==> src/rtl/uart_pkg.sv <==
// Shared definitions for the AXI-stream UART transmitter: state encoding,
// default bit period and the frame-length helper.
package uart_pkg;

    typedef enum logic [2:0] {
        ST_IDLE   = 3'd0,
        ST_START  = 3'd1,
        ST_DATA   = 3'd2,
        ST_PARITY = 3'd3,
        ST_STOP   = 3'd4
    } uart_state_e;

    // 12 MHz / 115200 baud
    localparam int unsigned DEFAULT_CLKS_PER_BIT = 104;

    // Clock cycles of non-idle line activity for one frame.
    function automatic int unsigned frame_cycles(
        input int unsigned data_width,
        input int unsigned clks_per_bit,
        input int unsigned stop_bits,
        input bit          parity_en
    );
        return (32'd1 + data_width + stop_bits + (parity_en ? 32'd1 : 32'd0)) * clks_per_bit;
    endfunction

endpackage

==> src/rtl/axis_uart_tx_if.sv <==
// AXI-stream byte handshake between the FIFO stage and the UART transmitter.
interface axis_uart_tx_if #(
    parameter int unsigned DATA_WIDTH = 8
);
    logic [DATA_WIDTH-1:0] idata;
    logic                  ivalid;
    logic                  iready;

    modport master (output idata, output ivalid, input  iready);
    modport slave  (input  idata, input  ivalid, output iready);
endinterface

==> src/rtl/baud_counter.sv <==
// Bit-period timer: counts 0..CLKS_PER_BIT-1, wraps, and restarts from 0 on request.
module baud_counter
    import uart_pkg::*;
#(
    parameter int unsigned CLKS_PER_BIT = DEFAULT_CLKS_PER_BIT
) (
    input  logic clock,
    input  logic resetn,
    input  logic restart,
    output logic tick
);

    localparam int unsigned CNT_W = $clog2(CLKS_PER_BIT);

    logic [CNT_W-1:0] r_count;

    // Free-running period counter, reloaded on every FSM state entry
    always_ff @(posedge clock or negedge resetn) begin
        if (!resetn) begin
            r_count <= '0;
        end else if (restart || tick) begin
            r_count <= '0;
        end else begin
            r_count <= r_count + CNT_W'(1);
        end
    end

    assign tick = (r_count == CNT_W'(CLKS_PER_BIT - 1));

endmodule

==> src/rtl/axis_uart_tx.sv <==
// AXI-stream to UART serialiser: start bit, DATA_WIDTH bits LSB first,
// optional even parity, STOP_BITS stop bits.
// Optional parity bit enabled by defining AXIS_UART_TX_PARITY_EN.
module axis_uart_tx
    import uart_pkg::*;
#(
    parameter int unsigned DATA_WIDTH   = 8,
    parameter int unsigned CLKS_PER_BIT = DEFAULT_CLKS_PER_BIT,
    parameter int unsigned STOP_BITS    = 1
) (
    input  logic           clock,
    input  logic           resetn,
    axis_uart_tx_if.slave  s_axis,
    output logic           txd,
    output logic           busy
);

    localparam int unsigned BIT_CNT_W = $clog2(DATA_WIDTH + 1);

    uart_state_e           r_state,   w_state_next;
    logic [DATA_WIDTH-1:0] r_shift,   w_shift_next;
    logic [BIT_CNT_W-1:0]  r_bit_cnt, w_bit_cnt_next;
    logic                  r_txd,     w_txd_next;
    logic                  r_iready;
    logic                  r_busy;
    logic                  w_tick;
    logic                  w_restart;
`ifdef AXIS_UART_TX_PARITY_EN
    logic                  r_parity,  w_parity_next;
`endif

    baud_counter #(
        .CLKS_PER_BIT (CLKS_PER_BIT)
    ) u_baud (
        .clock   (clock),
        .resetn  (resetn),
        .restart (w_restart),
        .tick    (w_tick)
    );

    // State, datapath and registered line/handshake outputs
    always_ff @(posedge clock or negedge resetn) begin
        if (!resetn) begin
            r_state   <= ST_IDLE;
            r_shift   <= '0;
            r_bit_cnt <= '0;
            r_txd     <= 1'b1;
            r_iready  <= 1'b1;
            r_busy    <= 1'b0;
`ifdef AXIS_UART_TX_PARITY_EN
            r_parity  <= 1'b0;
`endif
        end else begin
            r_state   <= w_state_next;
            r_shift   <= w_shift_next;
            r_bit_cnt <= w_bit_cnt_next;
            r_txd     <= w_txd_next;
            // Track the state register one-for-one; no path from ivalid
            r_iready  <= (w_state_next == ST_IDLE);
            r_busy    <= (w_state_next != ST_IDLE);
`ifdef AXIS_UART_TX_PARITY_EN
            r_parity  <= w_parity_next;
`endif
        end
    end

    // Next-state, shift/bit-count update and next line level
    always_comb begin
        w_state_next   = r_state;
        w_shift_next   = r_shift;
        w_bit_cnt_next = r_bit_cnt;
        w_txd_next     = 1'b1;
`ifdef AXIS_UART_TX_PARITY_EN
        w_parity_next  = r_parity;
`endif

        case (r_state)
            ST_IDLE: begin
                if (s_axis.ivalid && r_iready) begin
                    w_state_next = ST_START;
                    w_shift_next = s_axis.idata;
`ifdef AXIS_UART_TX_PARITY_EN
                    w_parity_next = ^s_axis.idata;
`endif
                end
            end
            ST_START: begin
                if (w_tick) begin
                    w_state_next   = ST_DATA;
                    w_bit_cnt_next = '0;
                end
            end
            ST_DATA: begin
                if (w_tick) begin
                    w_shift_next = r_shift >> 1;
                    if (r_bit_cnt == BIT_CNT_W'(DATA_WIDTH - 1)) begin
`ifdef AXIS_UART_TX_PARITY_EN
                        w_state_next = ST_PARITY;
`else
                        w_state_next = ST_STOP;
`endif
                        w_bit_cnt_next = '0;
                    end else begin
                        w_bit_cnt_next = r_bit_cnt + BIT_CNT_W'(1);
                    end
                end
            end
`ifdef AXIS_UART_TX_PARITY_EN
            ST_PARITY: begin
                if (w_tick) begin
                    w_state_next = ST_STOP;
                end
            end
`endif
            ST_STOP: begin
                // Bit counter doubles as the stop-bit counter
                if (w_tick) begin
                    if (r_bit_cnt == BIT_CNT_W'(STOP_BITS - 1)) begin
                        w_state_next   = ST_IDLE;
                        w_bit_cnt_next = '0;
                    end else begin
                        w_bit_cnt_next = r_bit_cnt + BIT_CNT_W'(1);
                    end
                end
            end
            default: begin
                w_state_next = ST_IDLE;
            end
        endcase

        // Line level is a function of where the FSM is heading
        case (w_state_next)
            ST_START:  w_txd_next = 1'b0;
            ST_DATA:   w_txd_next = w_shift_next[0];
`ifdef AXIS_UART_TX_PARITY_EN
            ST_PARITY: w_txd_next = w_parity_next;
`endif
            default:   w_txd_next = 1'b1;
        endcase
    end

    assign w_restart     = (w_state_next != r_state);
    assign txd           = r_txd;
    assign busy          = r_busy;
    assign s_axis.iready = r_iready;

endmodule

==> src/flat_wrapper.sv <==
// flat-port wrapper written by rule: the top's interface ports become plain ports
module axis_uart_tx_flat import uart_pkg::*;
#(
    parameter int unsigned DATA_WIDTH   = 8,
    parameter int unsigned CLKS_PER_BIT = DEFAULT_CLKS_PER_BIT,
    parameter int unsigned STOP_BITS    = 1
)
  (clock, resetn, txd, busy, s_axis_idata, s_axis_ivalid, s_axis_iready);
  axis_uart_tx_if #(.DATA_WIDTH(DATA_WIDTH)) s_axis_i ();
  input  logic clock;
  input  logic resetn;
  output logic txd;
  output logic busy;
  input wire logic [$bits(s_axis_i.idata)-1:0] s_axis_idata;
  input wire logic [$bits(s_axis_i.ivalid)-1:0] s_axis_ivalid;
  output wire logic [$bits(s_axis_i.iready)-1:0] s_axis_iready;
  assign s_axis_i.idata = s_axis_idata;
  assign s_axis_i.ivalid = s_axis_ivalid;
  assign s_axis_iready = s_axis_i.iready;
  axis_uart_tx #(.DATA_WIDTH(DATA_WIDTH), .CLKS_PER_BIT(CLKS_PER_BIT), .STOP_BITS(STOP_BITS)) u_core (.clock(clock), .resetn(resetn), .s_axis(s_axis_i), .txd(txd), .busy(busy));
endmodule
==> config.mk <==
export PLATFORM = sky130hd
export DESIGN_NAME = axis_uart_tx_flat
export DESIGN_NICKNAME = d
export VERILOG_FILES = /design/src/rtl/uart_pkg.sv /design/src/rtl/axis_uart_tx_if.sv /design/src/rtl/baud_counter.sv /design/src/rtl/axis_uart_tx.sv /design/src/flat_wrapper.sv
export SDC_FILE = /design/constraint.sdc
export NUM_CORES = 1
export LEC_CHECK = 0
export CORE_ASPECT_RATIO = 0.5
export CORE_UTILIZATION = 50
export DETAILED_ROUTE_END_ITERATION = 10
export PLACE_DENSITY = 0.72
export SLEW_MARGIN = 20
export SYNTH_ARGS = -nofsm -noshare
export SYNTH_HDL_FRONTEND = slang
export SYNTH_HIERARCHICAL = 1
export SYNTH_SLANG_ARGS = --single-unit
==> constraint.sdc <==
create_clock -name clock -period 4.2 [get_ports clock]
set_input_delay 0.42 -clock clock [delete_from_list [all_inputs] [get_ports clock]]
set_output_delay 0.42 -clock clock [all_outputs]
set_load 0.1 [all_outputs]
Word level (Yosys, flattened, before mapping)
Index checks and enable logic that the tools add are counted.
- output and inout bits: 3
- bits in latches: 0
- memories: 0
- RAM bits: 0
- bits in registers: 25
- ROM bits: 0
- input bits: 11
- $add $sub $neg: 2
- divide/modulo/power cells: 0
- multiply operators: 0
- shift-type cells: 0
- reduce and logical (&&, ||, !) cells: 10
- eq/ne operators: 12
- muxes and demuxes: 18
- bitwise operators: 0
- order comparisons: 0
- operators with widths (kind ; number):
    4-bit two-way mux ; 5
    3-bit two-way mux ; 6
    8-bit two-way mux ; 2
    8-bit one-hot mux with 2 select lines ; 1
    3-bit one-hot mux with 4 select lines ; 1
    4-bit one-hot mux with 3 select lines ; 1
    7-bit by 1-bit adder with 7-bit output, second input constant ; 1
    7-bit equality test, second input constant ; 1
    7-bit two-way mux ; 1
    3-bit by 1-bit equality test with 1-bit output, second input constant ; 2
    3-bit by 2-bit equality test with 1-bit output, second input constant ; 2
    3-bit logical NOT ; 2
    2-bit inequality test, second input constant ; 3
    3-bit nonzero test ; 2
    4-bit by 1-bit adder with 4-bit output, second input constant ; 1
    4-bit by 3-bit equality test with 1-bit output, second input constant ; 1
    4-bit logical NOT ; 1
    4-bit AND reduction ; 1
    3-bit equality test, second input constant ; 1
    3-bit inequality test ; 1
    3-bit AND reduction ; 1
    2-bit by 1-bit inequality test with 1-bit output, second input constant ; 1
    1-bit one-hot mux with 2 select lines ; 1
    2-bit nonzero test ; 1
    other kinds (2) ; 2

Depth between registers and ports, before layout
Gate-level depths: netlist (run 1).
- depth in word-level cells: 7
- gate-level depth with buffers: 8

Cells and area by module
The synthesis (run 1) kept the hierarchy.
- modules (own cells, without submodules) (module ; instances ; cells an instance ; area an instance (sq um)):
    axis_uart_tx ; 1 ; 89 ; 998.5
    baud_counter ; 1 ; 33 ; 339.1

Worst setup path before layout (run 1)
Ideal clock, no wire load.
- kind: register -> register
- start: register u_core.r_iready, in the netlist u_core/s_axis.iready
- end: register u_core.u_baud.r_count[3]
- arrival time: 1.859 ns
- buffers on the path: 0
- slack: 2.213 ns
- stages on the path, launching flop included: 6
- path through: dfstp_2 nand2_1 nor4_4 or3_1 o21bai_1 nor2_1
- cells in the longest elaborated chain, start to end: 6
- ends and longest elaborated chain (item ; RTL line ; RTL):
    start, declared ; axis_uart_tx.sv:24 ; logic r_iready;
    start signal, assigned ; axis_uart_tx.sv:59 ; r_iready <= (w_state_next == ST_IDLE);
    1-bit logical AND ; axis_uart_tx.sv:79 ; if (s_axis.ivalid && r_iready) begin
    3-bit two-way mux ; axis_uart_tx.sv:79 ;
    3-bit one-hot mux with 4 select lines ; axis_uart_tx.sv:77 ; case (r_state)
    3-bit inequality test ; axis_uart_tx.sv:142 ; assign w_restart = (w_state_next != r_state);
    via u_core.w_restart ; axis_uart_tx.sv:27 ; logic w_restart;
    1-bit logical OR ; baud_counter.sv:21 ; end else if (restart || tick) begin
    7-bit two-way mux ; baud_counter.sv:21 ;
    end signal, assigned ; baud_counter.sv:24 ; r_count <= r_count + CNT_W'(1);
    end, declared ; baud_counter.sv:15 ; logic [CNT_W-1:0] r_count;
The timed path passes the listed nets, and every way through them passes these cells.
A chain may end at the register's enable or synchronous reset.

Worst setup path in the final report (run 1)
- start: register u_core.r_iready, in the netlist u_core/s_axis.iready
- end: output port s_axis_iready
- RTL lines (item ; RTL line ; RTL):
    end, declared ; flat_wrapper.sv:16 ; output wire logic [$bits(s_axis_i.iready)-1:0] s_axis_iready;
No word-level cell between the ends.

==> results of run 1 <==
## cell usage in the layout, fill, tap and decap left out, drive strengths merged, types with 3 or more instances in the layout
master	count
inv	5
or3	3
clkdlybuf4s50	12
clkbuf	3
nor2b	3
dfrtp	23
o21ai	5
or3b	3
nor2	9
o21bai	3
a21oi	6
nand2	6
nand3	3
nor3	4
a21o	7
ha	3
a22o	7
## cell families after synthesis
logic type	after synthesis	share of synthesized area
compound gates	36	0.206
xor+xnor	4	0.0262
fa+ha+maj	4	0.0356
buf+inv	9	0.0402
flops	25	0.470
mux	1	0.00842
simple gates	43	0.214
## cell type report
class,count,share of cell area
clock inverter,1,0.00330
multi-input combinational,88,0.432
inverter,5,0.0124
sequential,25,0.414
tap,35,0.0289
clock buffer,3,0.0272
timing repair buffer,13,0.0824
## metal layers
| metal | track usage | vias up | share of wire |
|---|---|---|---|
| li1 | - | 478 | - |
| met1 | 0.289 | 442 | 0.56 |
| met2 | 0.311 | 13 | 0.40 |
| met3 | 0.0703 | 0 | 0.034 |
| met4 | 0.0278 | 0 | 0 |
| met5 | 0 | - | 0 |
## registers in the layout, indices dropped and copies added, names as in the netlist
| name | count |
|---|---|
| u_core/busy | 1 |
| u_core/r_state | 3 |
| u_core/s_axis.iready | 1 |
| u_core/u_baud/r_count | 7 |
| u_core/txd | 1 |
| u_core/r_shift | 8 |
| u_core/r_bit_cnt | 4 |
## power breakdown
part	leakage [nW]	internal, mW	switching [mW]
Clock	0.0255	0.0664	0.0787
Sequential	0.305	0.336	0.0830
Combinational	0.325	0.128	0.202
## worst reg2reg max path: stages (launching register included)
cell and delay, ns:
dfrtp_1 0.44, or3b_1 0.42, nor2_1 0.46, nand2_1 0.12, nor3_2 0.43, nor2_2 0.15
a21o_1 0.21
## path summary, 6_finish.rpt
path / start / to / slack [ns] / cells after the start
setup reg to reg: u_core/u_baud/r_count[3] / u_core/r_shift[1] / 1.86 / 6
hold reg to reg: u_core/u_baud/r_count[0] / u_core/u_baud/r_count[0] / 0.47 / 1
max in group asynchronous: resetn / u_core/s_axis.iready / 3.70 / 1
setup / recovery: u_core/s_axis.iready / s_axis_iready / 1.83 / 1
min in group clock: u_core/u_baud/r_count[0] / u_core/u_baud/r_count[0] / 0.47 / 1
hold / removal: resetn / u_core/busy / 0.13 / 1
## metrics by stage
stage               worst slack, ns  area (sq um)
floorplan                      2.21          1340
global placement               1.96          1480
detailed placement             1.90          1470
CTS                            1.83          1520
global route                   1.58          1520
finish                         1.83          1520
==> run summary, run 1 <==
Final Util = 0.640
Worst-case clock buffer depth = 2
Number of flops mapped to enable cells by yosys = 0
Worst min-delay path category = primary input to asynchronous set/reset pin
Final GP Congestion = 0.751
Post-Syn Instances = 122
Starting Density = 0.564
Hold_ws = 0.128 ns
Largest cells by area after synthesis = dfrtp_1 (43%), a22o_1 (4.6%), a21o_1 (3.9%)
Drt total wl = 2360 um
Top delay family on crit path = buffers and inverters
Post-cts resize count = 0
Non-filler cells, final = 170
Leading cell type by number of instances after synthesis = dfrtp_1
Max-Cap Viols = 0
Slew Limit Headroom = 0.350
Postcts setup bufs = 0
Pwr per Cell Area = 589 nW/um^2
CP Data Required Time = 3.78 ns
# IOs = 14
Worst-Skew Late Latency = 0.27 ns
Row count = 12
Final Cycle Share = 0.563
Post-synth top flop = dfrtp_1
Critical Path AT = 1.95 ns
Placed Instances = 166
Max VDD drop = 0.500 mV
RSZ-0062 raised after global routing = no
Setup TNS = 0 ns
Register bit total from synthesis = 25
Clock slew at reported path FFs = 0.09 ns
CTS tree = yes
Startpoint types = register
Yosys top cell area share = 0.430
Final worst path period need = 2.37 ns
Crit path cell chain = clkdlybuf4s50_1
DP HPWL = 1610 um
Critical path's largest stage delay = 1.13 ns
# setup viols final = 0
Outcome = complete, no violations
Fin. max-slew vios = 0
DRT antenna net count = 0
Num CTS Buffers = 3
Tot Pwr = 0.894 mW
Core area = 2370 sq um
Element type at the critical path end = output port
Sequential element share of the synthesized area = 0.470
Pin count of the biggest net entering global routing = 26
Worst path bufs/invs = 1
Worst Path Max Fanout = 3
1st-iter DRT viols = 37
Synthesis-to-layout area growth = 13.5%
Worst slew pin tran = 0.971 ns
Fillcell total = 209
Layout cells sized above 1 = 0.126
Net count reported at finish = 150
Leading area contributor after synthesis = dfrtp_1
Worst Skew = 0.000972 ns
Yosys Warn Count = 6
Syn Nets = 136
Synth Area per Inst = 11.0 sq um
Leak Pwr = 0.656 nW
Critical-path top delay cell = clkdlybuf4s50_1
Remaining Overflow, GRT = 0
ANT cells = 0
First-pass GRT wire length = 4210 um
Chip Width = 75.1 um
Post-synth ARST share = 1.00
DR WL/cell = 13.9 um
Die Area = 2900 sq um
Die height = 38.6 um
Vias in the first global route = 921
DR DRC count = 0
Root Buffer = clkbuf_8
Vias per cell = 5.49
Area taken by flip-flops and latches = 628 sq um
Commonest cells post-synth = dfrtp_1 (23), a21o_1 (7), a22o_1 (7), nor2_1 (7), nand2_1 (6)
Fmax = 423 MHz
Number of port buffers = 13
Initial antenna violation count = 0
Multi-input logic area = 656 sq um
Pre-Repair DR Iteration Count = 4
Post-CTS Hold Buffers = 0
Fin. Hold Viols = 0
GRT Total Usage = 0.204
Crit Path Category = register to output port
TritonCTS Sinks = 25
Synthesized cell area = 1340 sq um
H-tree depth = 1
Synth unique cells = 46
Vias = 933
Note: power is estimated with default switching activity, not from simulation.
==> run 2: changes to the inputs <==
--- a/config.mk
+++ b/config.mk
@@ -8,7 +8,7 @@
 export CORE_ASPECT_RATIO = 0.5
 export CORE_UTILIZATION = 50
 export DETAILED_ROUTE_END_ITERATION = 10
-export PLACE_DENSITY = 0.72
+export PLACE_DENSITY = 0.75
 export SLEW_MARGIN = 20
 export SYNTH_ARGS = -nofsm -noshare
 export SYNTH_HDL_FRONTEND = slang
==> constraint.sdc (replaced) <==
create_clock -name clock -period 1.95 [get_ports clock]
set_input_delay 0.195 -clock clock [delete_from_list [all_inputs] [get_ports clock]]
set_output_delay 0.195 -clock clock [all_outputs]
set_load 0.1 [all_outputs]
==> run summary, run 2 (synthesis results as in run 1) <==
Layout cells sized above 1 = 0.238 (was 0.126)
1st-iter DRT viols = 70 (was 37)
Fmax = 531 MHz
Net count reported at finish = 162 (was 150)
Fin. Hold Viols = 0 (unchanged)
Remaining Overflow, GRT = 0 (unchanged)
Vias in the first global route = 938 (was 921)
Crit path cell chain = ha_2 > nand3_2 > nor2_2 > buf_4 > a21boi_0 > or3_1 > o21bai_2 > a21oi_1 (was clkdlybuf4s50_1)
Worst slew pin tran = 0.508 ns (was 0.971 ns)
Starting Density = 0.564 (unchanged)
Tot Pwr = 2.07 mW (was 0.894 mW)
Core area = 2370 sq um (unchanged)
R2R Setup Slk = 0.07 ns (was 1.86 ns)
Synthesis-to-layout area growth = 22.4% (was 13.5%)
Worst min-delay path category = primary input to asynchronous set/reset pin (unchanged)
Leak Pwr = 0.724 nW (was 0.656 nW)
DRT antenna net count = 0 (unchanged)
Worst Skew = 0.00647 ns (was 0.000972 ns)
Pre-Repair DR Iteration Count = 4 (unchanged)
Outcome = complete, no violations (unchanged)
Max-Cap Viols = 0 (unchanged)
GRT Total Usage = 0.218 (was 0.204)
ANT cells = 0 (unchanged)
Worst Reg-to-Reg Cells = 8 (was 6)
Die Area = 2900 sq um (unchanged)
Max reg flops = 8 (unchanged)
Clock slew at reported path FFs = 0.09 ns (about the same)
TritonCTS Sinks = 25 (unchanged)
CTS tree = yes (unchanged)
Final Util = 0.690 (was 0.640)
Worst r2r src = u_core/u_baud/r_count[0] (was u_core/u_baud/r_count[3])
Pwr per Cell Area = 1260 nW/um^2 (was 589 nW/um^2)
DP HPWL = 1810 um (was 1610 um)
Worst reg2reg path endpoint = u_core/u_baud/r_count[5] (was u_core/r_shift[1])
Number of port buffers = 13 (unchanged)
Die height = 38.6 um (unchanged)
RSZ-0062 raised after global routing = no (unchanged)
H-tree depth = 1 (unchanged)
Fin. max-slew vios = 0 (unchanged)
Crit Path Category = register to register (was register to output port)
Final Cycle Share = 0.966
Pin count of the biggest net entering global routing = 26 (unchanged)
Critical path's largest stage delay = 0.42 ns (was 1.13 ns)
Worst-Skew Late Latency = 0.27 ns (about the same)
Vias = 1008 (was 933)
Worst-case clock buffer depth = 2 (unchanged)
Vias per cell = 5.54 (was 5.49)
Most frequent cells in the layout = dfrtp_1 (23), buf_4 (14), clkdlybuf4s50_1 (10) (was dfrtp_1 (23), clkdlybuf4s50_1 (12), a21o_1 (7), nor2_1 (7), a22o_1 (7))
Worst Path Max Fanout = 5 (was 3)
Most flop-heavy register = u_core/r_shift (unchanged)
Postcts setup bufs = 0 (unchanged)
Root Buffer = clkbuf_8 (unchanged)
Chip Width = 75.1 um (unchanged)
Slew Limit Headroom = 0.661 (was 0.350)
CP Data Required Time = 2.15 ns (was 3.78 ns)
Initial antenna violation count = 0 (unchanged)
Element type at the critical path end = register (was output port)
# IOs = 14 (unchanged)
Setup TNS = 0 ns (unchanged)
DR DRC count = 0 (unchanged)
Post-CTS Hold Buffers = 0 (unchanged)
Largest registers = u_core/r_shift x8, u_core/u_baud/r_count x7, u_core/r_bit_cnt x4 (unchanged)
Critical Path AT = 2.08 ns (was 1.95 ns)
Num CTS Buffers = 3 (unchanged)
Startpoint types = register (unchanged)
# setup viols final = 0 (unchanged)
DR WL/cell = 14.1 um (was 13.9 um)
First-pass GRT wire length = 4510 um (was 4210 um)
Max VDD drop = 0.848 mV (was 0.500 mV)
Final worst path period need = 1.88 ns
Critical-path top delay cell = dfrtp_1 (was clkdlybuf4s50_1)
Row count = 12 (unchanged)
Drt total wl = 2560 um (was 2360 um)
Final GP Congestion = 0.797 (was 0.751)
Commonest non-fill, non-tap cell in the layout = dfrtp_1 (unchanged)
run 2: changes by cell type in the layout (fill, tap and decap cells not counted), sizes merged:
cell,previous run,this run
buf,1,15
clkinv,1,0
clkinvlp,0,1
clkdlybuf4s50,12,10
run 2: report_power, final:
group	internal [mW]	leakage [nW]	switching [mW]	total [mW]
logic	0.367	0.397	0.505	0.872
clock network	0.145	0.0217	0.174	0.319
registers	0.731	0.306	0.145	0.876
run 2: repair_timing:
| action | CTS | global route |
|---|---|---|
| setup endpoints to repair | 4 | 13 |
| resized for setup | 2 | 2 |
| endpoints found under the hold margin | 0 | 0 |
| pin swaps | 0 | 2 |
run 2: metal layers:
metal	global-route usage	routed length, um
met5	0	0
met3	0.0677	98
met4	0.0278	11
met2	0.345	1120
met1	0.307	1340
run 2: stage by stage:
step / instances / hold slack (ns) / area [sq um] / worst slack, ns
floorplan: 122 / -0.101 / 1340 / 0.0900
global placement: 178 / 0.454 / 1580 / 0.0235
detailed placement: 178 / 0.470 / 1580 / 0.00638
CTS: 182 / 0.292 / 1630 / 0.0102
global route: 182 / 0.305 / 1640 / 0.00952
finish: 182 / 0.277 / 1640 / 0.0668
run 2: how the worst max path moves through the flow:
stage,to,startpoint,slack (ns),cells past startpoint
global placement,u_core/u_baud/r_count[5],u_core/u_baud/r_count[0],0.02,8
floorplan,u_core/u_baud/r_count[3],u_core/s_axis.iready,0.09,5
detailed placement,u_core/u_baud/r_count[5],u_core/u_baud/r_count[0],0.006,8
global route,u_core/u_baud/r_count[0],u_core/u_baud/r_count[0],0.01,8
CTS,u_core/busy,u_core/u_baud/r_count[3],0.01,6
finish,u_core/u_baud/r_count[5],u_core/u_baud/r_count[0],0.07,8
run 2: area by class of cell:
class / instances / area, sq um
clock buffer: 3 / 41.3
clock inverter: 1 / 7.51
fill: 201 / 736
inverter: 5 / 18.8
multi-input combinational: 88 / 668
sequential: 25 / 632
tap: 35 / 43.8
timing repair buffer: 25 / 225
run 2: critical path, delay by kind of cell, from the launching register on:
kind	cells	cell delay, ns
simple gates	3	0.54
compound gates	3	0.47
flops	1	0.42
fa+ha+maj	1	0.22
buf+inv	1	0.15
